==> src/rtl/demux_sequencer_pkg.sv <==
// Shared digitizer definitions for the demux sequencer: clog2 helper,
// sequencer state encoding and default burst/watchdog constants.
package demux_sequencer_pkg;

    // Ceiling log2; callers pass values >= 2 so the result is never zero.
    function automatic int clog2(input int value);
        int result;
        result = 0;
        for (int i = 0; i < 31; i++) begin
            if ((1 << i) < value) begin
                result = i + 1;
            end
        end
        return result;
    endfunction

    typedef enum logic [1:0] {
        ST_IDLE = 2'd0,
        ST_SCAN = 2'd1,
        ST_XFER = 2'd2
    } state_e;

    localparam int DEFAULT_BURST   = 8;
    localparam int DEFAULT_TIMEOUT = 255;

endpackage

==> src/rtl/demux_sequencer_demux.sv <==
// 1-to-N valid demux: routes a single valid bit to the output selected by sel.
module demux_sequencer_demux
    import demux_sequencer_pkg::*;
#(
    parameter int N = 4
) (
    input  logic                  in,
    input  logic [clog2(N)-1:0]   sel,
    output logic [N-1:0]          out
);

    localparam int SELW = clog2(N);

    generate
        for (genvar gi = 0; gi < N; gi++) begin : g_out
            localparam logic [SELW-1:0] IDX = SELW'(gi);
            assign out[gi] = in && (sel == IDX);
        end
    endgenerate

endmodule

==> src/rtl/demux_sequencer.sv <==
// Round-robin burst scheduler sharing one sample stream among N channels.
// Optional watchdog enabled by defining DEMUX_SEQ_WDOG_EN: a channel that
// stalls a pending word for TIMEOUT cycles loses its grant and sets err.
module demux_sequencer
    import demux_sequencer_pkg::*;
#(
    parameter int N       = 4,
    parameter int W       = 16,
    parameter int BURST   = DEFAULT_BURST,
    parameter int TIMEOUT = DEFAULT_TIMEOUT
) (
    input  logic                  clk,
    input  logic                  rst_n,
    input  logic                  enable,
    input  logic [N-1:0]          ch_mask,
    input  logic [W-1:0]          in_data,
    input  logic                  in_valid,
    output logic                  in_ready,
    output logic [W-1:0]          out_data,
    output logic [N-1:0]          out_valid,
    input  logic [N-1:0]          out_ready,
    output logic [clog2(N)-1:0]   sel,
    output logic                  busy,
    output logic                  burst_done,
    output logic                  err
);

    localparam int SELW = clog2(N);
    localparam int CNTW = clog2(BURST + 1);

    state_e            state_q, state_d;
    logic [SELW-1:0]   sel_q, sel_d;
    logic [CNTW-1:0]   burst_cnt_q, burst_cnt_d;

    logic              xfer;
    logic              last_word;
    logic [SELW-1:0]   sel_inc;

    // Explicit wrap so non-power-of-two channel counts never alias.
    assign sel_inc   = (sel_q == SELW'(N - 1)) ? '0 : sel_q + SELW'(1);
    assign xfer      = (state_q == ST_XFER) && in_valid && out_ready[sel_q];
    assign last_word = (burst_cnt_q == CNTW'(BURST - 1));

`ifdef DEMUX_SEQ_WDOG_EN
    localparam int WDW = clog2(TIMEOUT + 1);

    logic [WDW-1:0]    wdog_q, wdog_d;
    logic              err_q, err_d;
    logic              stall;

    assign stall = (state_q == ST_XFER) && in_valid && !out_ready[sel_q];
    assign err   = err_q;
`else
    assign err   = 1'b0;
`endif

    // State register: all sequencing state, asynchronously cleared.
    always_ff @(posedge clk or negedge rst_n) begin
        if (!rst_n) begin
            state_q     <= ST_IDLE;
            sel_q       <= '0;
            burst_cnt_q <= '0;
`ifdef DEMUX_SEQ_WDOG_EN
            wdog_q      <= '0;
            err_q       <= 1'b0;
`endif
        end else begin
            state_q     <= state_d;
            sel_q       <= sel_d;
            burst_cnt_q <= burst_cnt_d;
`ifdef DEMUX_SEQ_WDOG_EN
            wdog_q      <= wdog_d;
            err_q       <= err_d;
`endif
        end
    end

    // Next-state logic: scan one candidate per cycle, hold grant for a full burst.
    always_comb begin
        state_d     = state_q;
        sel_d       = sel_q;
        burst_cnt_d = burst_cnt_q;
`ifdef DEMUX_SEQ_WDOG_EN
        wdog_d      = wdog_q;
        err_d       = err_q;
`endif
        case (state_q)
            ST_IDLE: begin
                if (enable && (|ch_mask)) begin
                    state_d = ST_SCAN;
                end
            end
            ST_SCAN: begin
                if (!enable || (ch_mask == '0)) begin
                    state_d = ST_IDLE;
                end else if (ch_mask[sel_q]) begin
                    state_d     = ST_XFER;
                    burst_cnt_d = '0;
`ifdef DEMUX_SEQ_WDOG_EN
                    wdog_d      = '0;
`endif
                end else begin
                    sel_d = sel_inc;
                end
            end
            ST_XFER: begin
                // enable and ch_mask are deliberately ignored: bursts are atomic.
                if (xfer) begin
`ifdef DEMUX_SEQ_WDOG_EN
                    wdog_d = '0;
`endif
                    if (last_word) begin
                        burst_cnt_d = '0;
                        sel_d       = sel_inc;
                        state_d     = ST_SCAN;
                    end else begin
                        burst_cnt_d = burst_cnt_q + CNTW'(1);
                    end
                end
`ifdef DEMUX_SEQ_WDOG_EN
                else if (stall) begin
                    if (wdog_q == WDW'(TIMEOUT - 1)) begin
                        // Stuck channel: drop the partial burst and move on.
                        wdog_d      = '0;
                        err_d       = 1'b1;
                        burst_cnt_d = '0;
                        sel_d       = sel_inc;
                        state_d     = ST_SCAN;
                    end else begin
                        wdog_d = wdog_q + WDW'(1);
                    end
                end
`endif
            end
            default: begin
                state_d = ST_IDLE;
            end
        endcase
    end

    // Output logic: zero-latency handshake steering while a grant is held.
    always_comb begin
        busy       = (state_q == ST_XFER);
        in_ready   = busy && out_ready[sel_q];
        burst_done = xfer && last_word;
    end

    assign sel      = sel_q;
    assign out_data = in_data;

    demux_sequencer_demux #(
        .N   (N)
    ) u_demux (
        .in  (in_valid && busy),
        .sel (sel_q),
        .out (out_valid)
    );

endmodule

==> config.mk <==
export PLATFORM = sky130hd
export DESIGN_NAME = demux_sequencer
export DESIGN_NICKNAME = d
export VERILOG_FILES = /design/src/rtl/demux_sequencer_pkg.sv /design/src/rtl/demux_sequencer_demux.sv /design/src/rtl/demux_sequencer.sv
export SDC_FILE = /design/constraint.sdc
export NUM_CORES = 1
export LEC_CHECK = 0
export CORE_AREA = 2 2 52 54
export CTS_BUF_LIST = sky130_fd_sc_hd__clkbuf_8
export DETAILED_ROUTE_END_ITERATION = 6
export DIE_AREA = 0 0 54 56
export PLACE_DENSITY = 0.73
export SLEW_MARGIN = 15
export SYNTH_ARGS = -nofsm -noshare
export SYNTH_HDL_FRONTEND = slang
export SYNTH_SLANG_ARGS = --single-unit
==> constraint.sdc <==
create_clock -name clk -period 4.6 [get_ports clk]
set_clock_uncertainty 0.1 [all_clocks]
set_input_delay 0.69 -clock clk [delete_from_list [all_inputs] [get_ports clk]]
set_output_delay 0.69 -clock clk [all_outputs]
set_load 0.005 [all_outputs]
==> results by group <==
Outcome
  • Status: complete, no violations

Setup path
  • Crit-path slowest cell: mux4_2
  • Crit path kind: input pin to primary output
  • CP top delay family: buffers and inverters
  • Worst Path Required: 3.81 ns
  • Reg2reg path depth: 4
  • Worst path arrival time: 2.28 ns
  • Buf+Inv Stages, Crit Path: 2
  • CP Launch Type: input pin
  • Crit-path max cell delay: 0.51 ns
  • Crit Path Max Fanout: 3
  • CP dominant cell by count: clkdlybuf4s50_1
  • Element type at the critical path end: primary output
  • WP depth: 4
  • RR Startpoint: sel[0]$_DFFE_PN0P_
  • Crit-path cells: clkdlybuf4s50_1 -> mux4_2 -> and2_2 -> clkdlybuf4s50_1
  • RR Endpoint: sel[0]$_DFFE_PN0P_
  • Flop2flop setup slack: 2.66 ns

Pwr
  • Comb pwr share: 0.424
  • Net Sw Frac: 0.3525
  • Peak VDD IR: 0.0002817 V
  • Pint: 0.0002467 W
  • Sw power: 0.0001343 W
  • Tot Pwr: 0.0003811 W
  • Part of the power in registers: 0.351
  • Clock power share: 0.226
  • Pleak: 0.3808 nW
  • P per Cell Area: 445.3 nW/µm²

Yosys
  • Post-Synth XOR/XNOR Area: 0
  • Netlist Area Pre-Place: 704.4 µm²
  • Post-synthesis net count: 108
  • YS warnings: 0
  • Multiplexer share of the synthesized area: 0.1172
  • Seq/Total Area, Yosys: 0.2842
  • Synth Area in Compound Gates: 0.05684
  • Post-Syn Instances: 75
  • Main combinational cell family by area after synthesis: simple AND/OR/NAND/NOR gates
  • Synth unique cells: 28
  • Post-Synth Adder-Cell Area: 0.08881
  • Flops & latches, synth: 8
  • Syn Area/Cell: 9.392 µm²
  • Synth Area in Simple Gates: 0.2451

Clock tree
  • Worst skew pair latency: 0.23 ns
  • Num CTS Buffers: 3
  • CTS Hold Bufs: 0
  • Clock sink total: 8
  • CTS H-Tree Depth: 1
  • Post-CTS Setup Inserts: 0
  • CTS resizes: 0
  • CTS clk-pin slew, worst paths: 0.04 ns
  • CTS max path bufs: 2
  • CTS tree: built
  • Root buf cell: clkbuf_8

Finish
  • Fillers: 267
  • Final layout net count: 116
  • Most common cell after layout, fill and taps aside: clkdlybuf4s50_1
  • Area growth syn-to-layout: 21.49%
  • Layout cell share with drive strength beyond 1: 0.1605
  • Most frequent cells in the layout: clkdlybuf4s50_1 (20), dfrtp_1 (8), nand3_1 (6)
  • N_diodes: 0
  • Final cell count without fillers: 111
  • Area of the multi-input gates: 361.6 µm²
  • FF+latch area: 200.2 µm²

STA
  • Fmax: 0.3261 GHz
  • Final Setup Violations: 0
  • Final slew viol count: 0
  • Hold Slack: 0.4693 ns
  • Post-route setup slack: 1.534 ns
  • Tmin final: 3.066 ns
  • Part of the cycle the worst path needs: 0.6666
  • RSZ-0062 raised after global routing: no
  • Setup TNS: 0 ns
  • Final hold viol count: 0

Routing
  • Wirelength per Cell: 12.36 µm
  • Iteration-0 DRC Markers: 2
  • DRC viols: 0
  • Post-route antenna net violation count: 0
  • Met3 WL: 122 µm
  • DRT met1 WL: 472 µm
  • Top sig layer: met4
  • Avg Vias per Cell: 4.982
  • Via Count: 553
  • Met2 Wirelength: 745 µm
  • DRT Pass-1 Iters: 2
  • Total wire length: 1372 µm

Floorplanning
  • Die Y-Extent: 56 µm
  • Die area: 3024 µm²
  • Number of top-level pins: 54
  • Core area: 2432 µm²
  • Die Width: 54 µm
  • Row count: 18
  • Initial Utilization: 0.2896

Global routing
  • First-pass GRT wire length: 2373 µm
  • Vias in the first global route: 606
  • Global route total overflow: 0
  • Largest net degree at the start of global routing: 11
  • Initial antenna violation count: 0
  • GRT Total Usage: 0.1016

Placement
  • Number of port buffers: 20
  • Placer Congestion: 0.6745
  • DPL Wire Length: 1139 µm
  • Dpl cells: 108
  • Pre-CTS WS: 1.536 ns

Hold path
  • Hold EP: burst_cnt_q[0]$_DFFE_PN0P_
  • Hold_sp: burst_cnt_q[0]$_DFFE_PN0P_
  • Worst min path class: register to register
  • Hold Crit Depth: 1

Job
  • Max_cap viols: 0
==> cell usage after synthesis (all sizes together) <==
library cell | n | share of area
and2 | 1 | 0.011
nand4 | 1 | 0.0089
nor3 | 1 | 0.0071
nand2b | 1 | 0.0089
mux2 | 3 | 0.048
a21oi | 2 | 0.014
mux4 | 2 | 0.069
clkinv | 1 | 0.0053
o22a | 1 | 0.014
or4 | 2 | 0.021
nand2 | 3 | 0.016
and3 | 6 | 0.057
a31o | 1 | 0.012
nor2b | 1 | 0.0089
conb | 1 | 0.0053
ha | 5 | 0.089
o21ai | 1 | 0.0071
inv | 3 | 0.016
or2 | 2 | 0.018
nor2 | 4 | 0.021
nand3 | 7 | 0.068
o22ai | 1 | 0.0089
dfrtp | 8 | 0.28
buf | 17 | 0.18
==> power by group through the flow <==
stage | Clock (W) | Combinational [W] | Sequential, W
2_1_floorplan | 0 | 0.000112 | 0.000128
3_3_place_gp | 0 | 0.000158 | 0.000133
3_5_place_dp | 0 | 0.000164 | 0.000136
4_1_cts | 0.0000877 | 0.000165 | 0.000135
5_1_grt | 0.0000877 | 0.000183 | 0.000141
6_report | 0.0000861 | 0.000161 | 0.000134
==> layer usage <==
metal | up-vias | track usage
met2 | 23 | 0.1847
li1 | 257 | -
met4 | 0 | 0.05714
met5 | - | 0
met3 | 6 | 0.01344
met1 | 267 | 0.1058
==> through the flow <==
| step | util | cell area (µm²) |
|---|---|---|
| after CTS | 0.3519 | 855.8 |
| after global placement | 0.3349 | 814.5 |
| after detailed placement | 0.3349 | 814.5 |
| final | 0.3519 | 855.8 |
| after global routing | 0.3519 | 855.8 |
| after floorplan | - | 704.4 |
==> cell type report <==
type | instances | share of cell area
repair buffers | 20 | 0.2339
clock buffers | 3 | 0.04825
flip-flops and latches | 8 | 0.2339
multi-input cells | 46 | 0.4225
well taps | 30 | 0.04386
inverters | 4 | 0.01754
==> state kept, by name, indices dropped and copies added (netlist names) <==
| name | count |
|---|---|
| burst_cnt_q | 4 |
| sel | 2 |
| state_q | 2 |
==> worst max-delay path by stage <==
stage                 end    startpoint  slack, ns
2_1_floorplan    in_ready  out_ready[3]       2.41
3_3_place_gp     in_ready  out_ready[0]       1.54
3_5_place_dp     in_ready  out_ready[3]       1.54
4_1_cts          in_ready  out_ready[3]       1.54
5_1_grt        burst_done  out_ready[3]       1.48
6_report         in_ready  out_ready[0]       1.53
==> cells by family after synthesis <==
kind of cell / Yosys count
other: 1
buffers and inverters: 21
AOI/OAI and AO/OA: 6
adders and majority gates: 5
muxes: 5
and+or+nand+nor: 29
DFF: 8
Power figures use the tool's default switching activity.
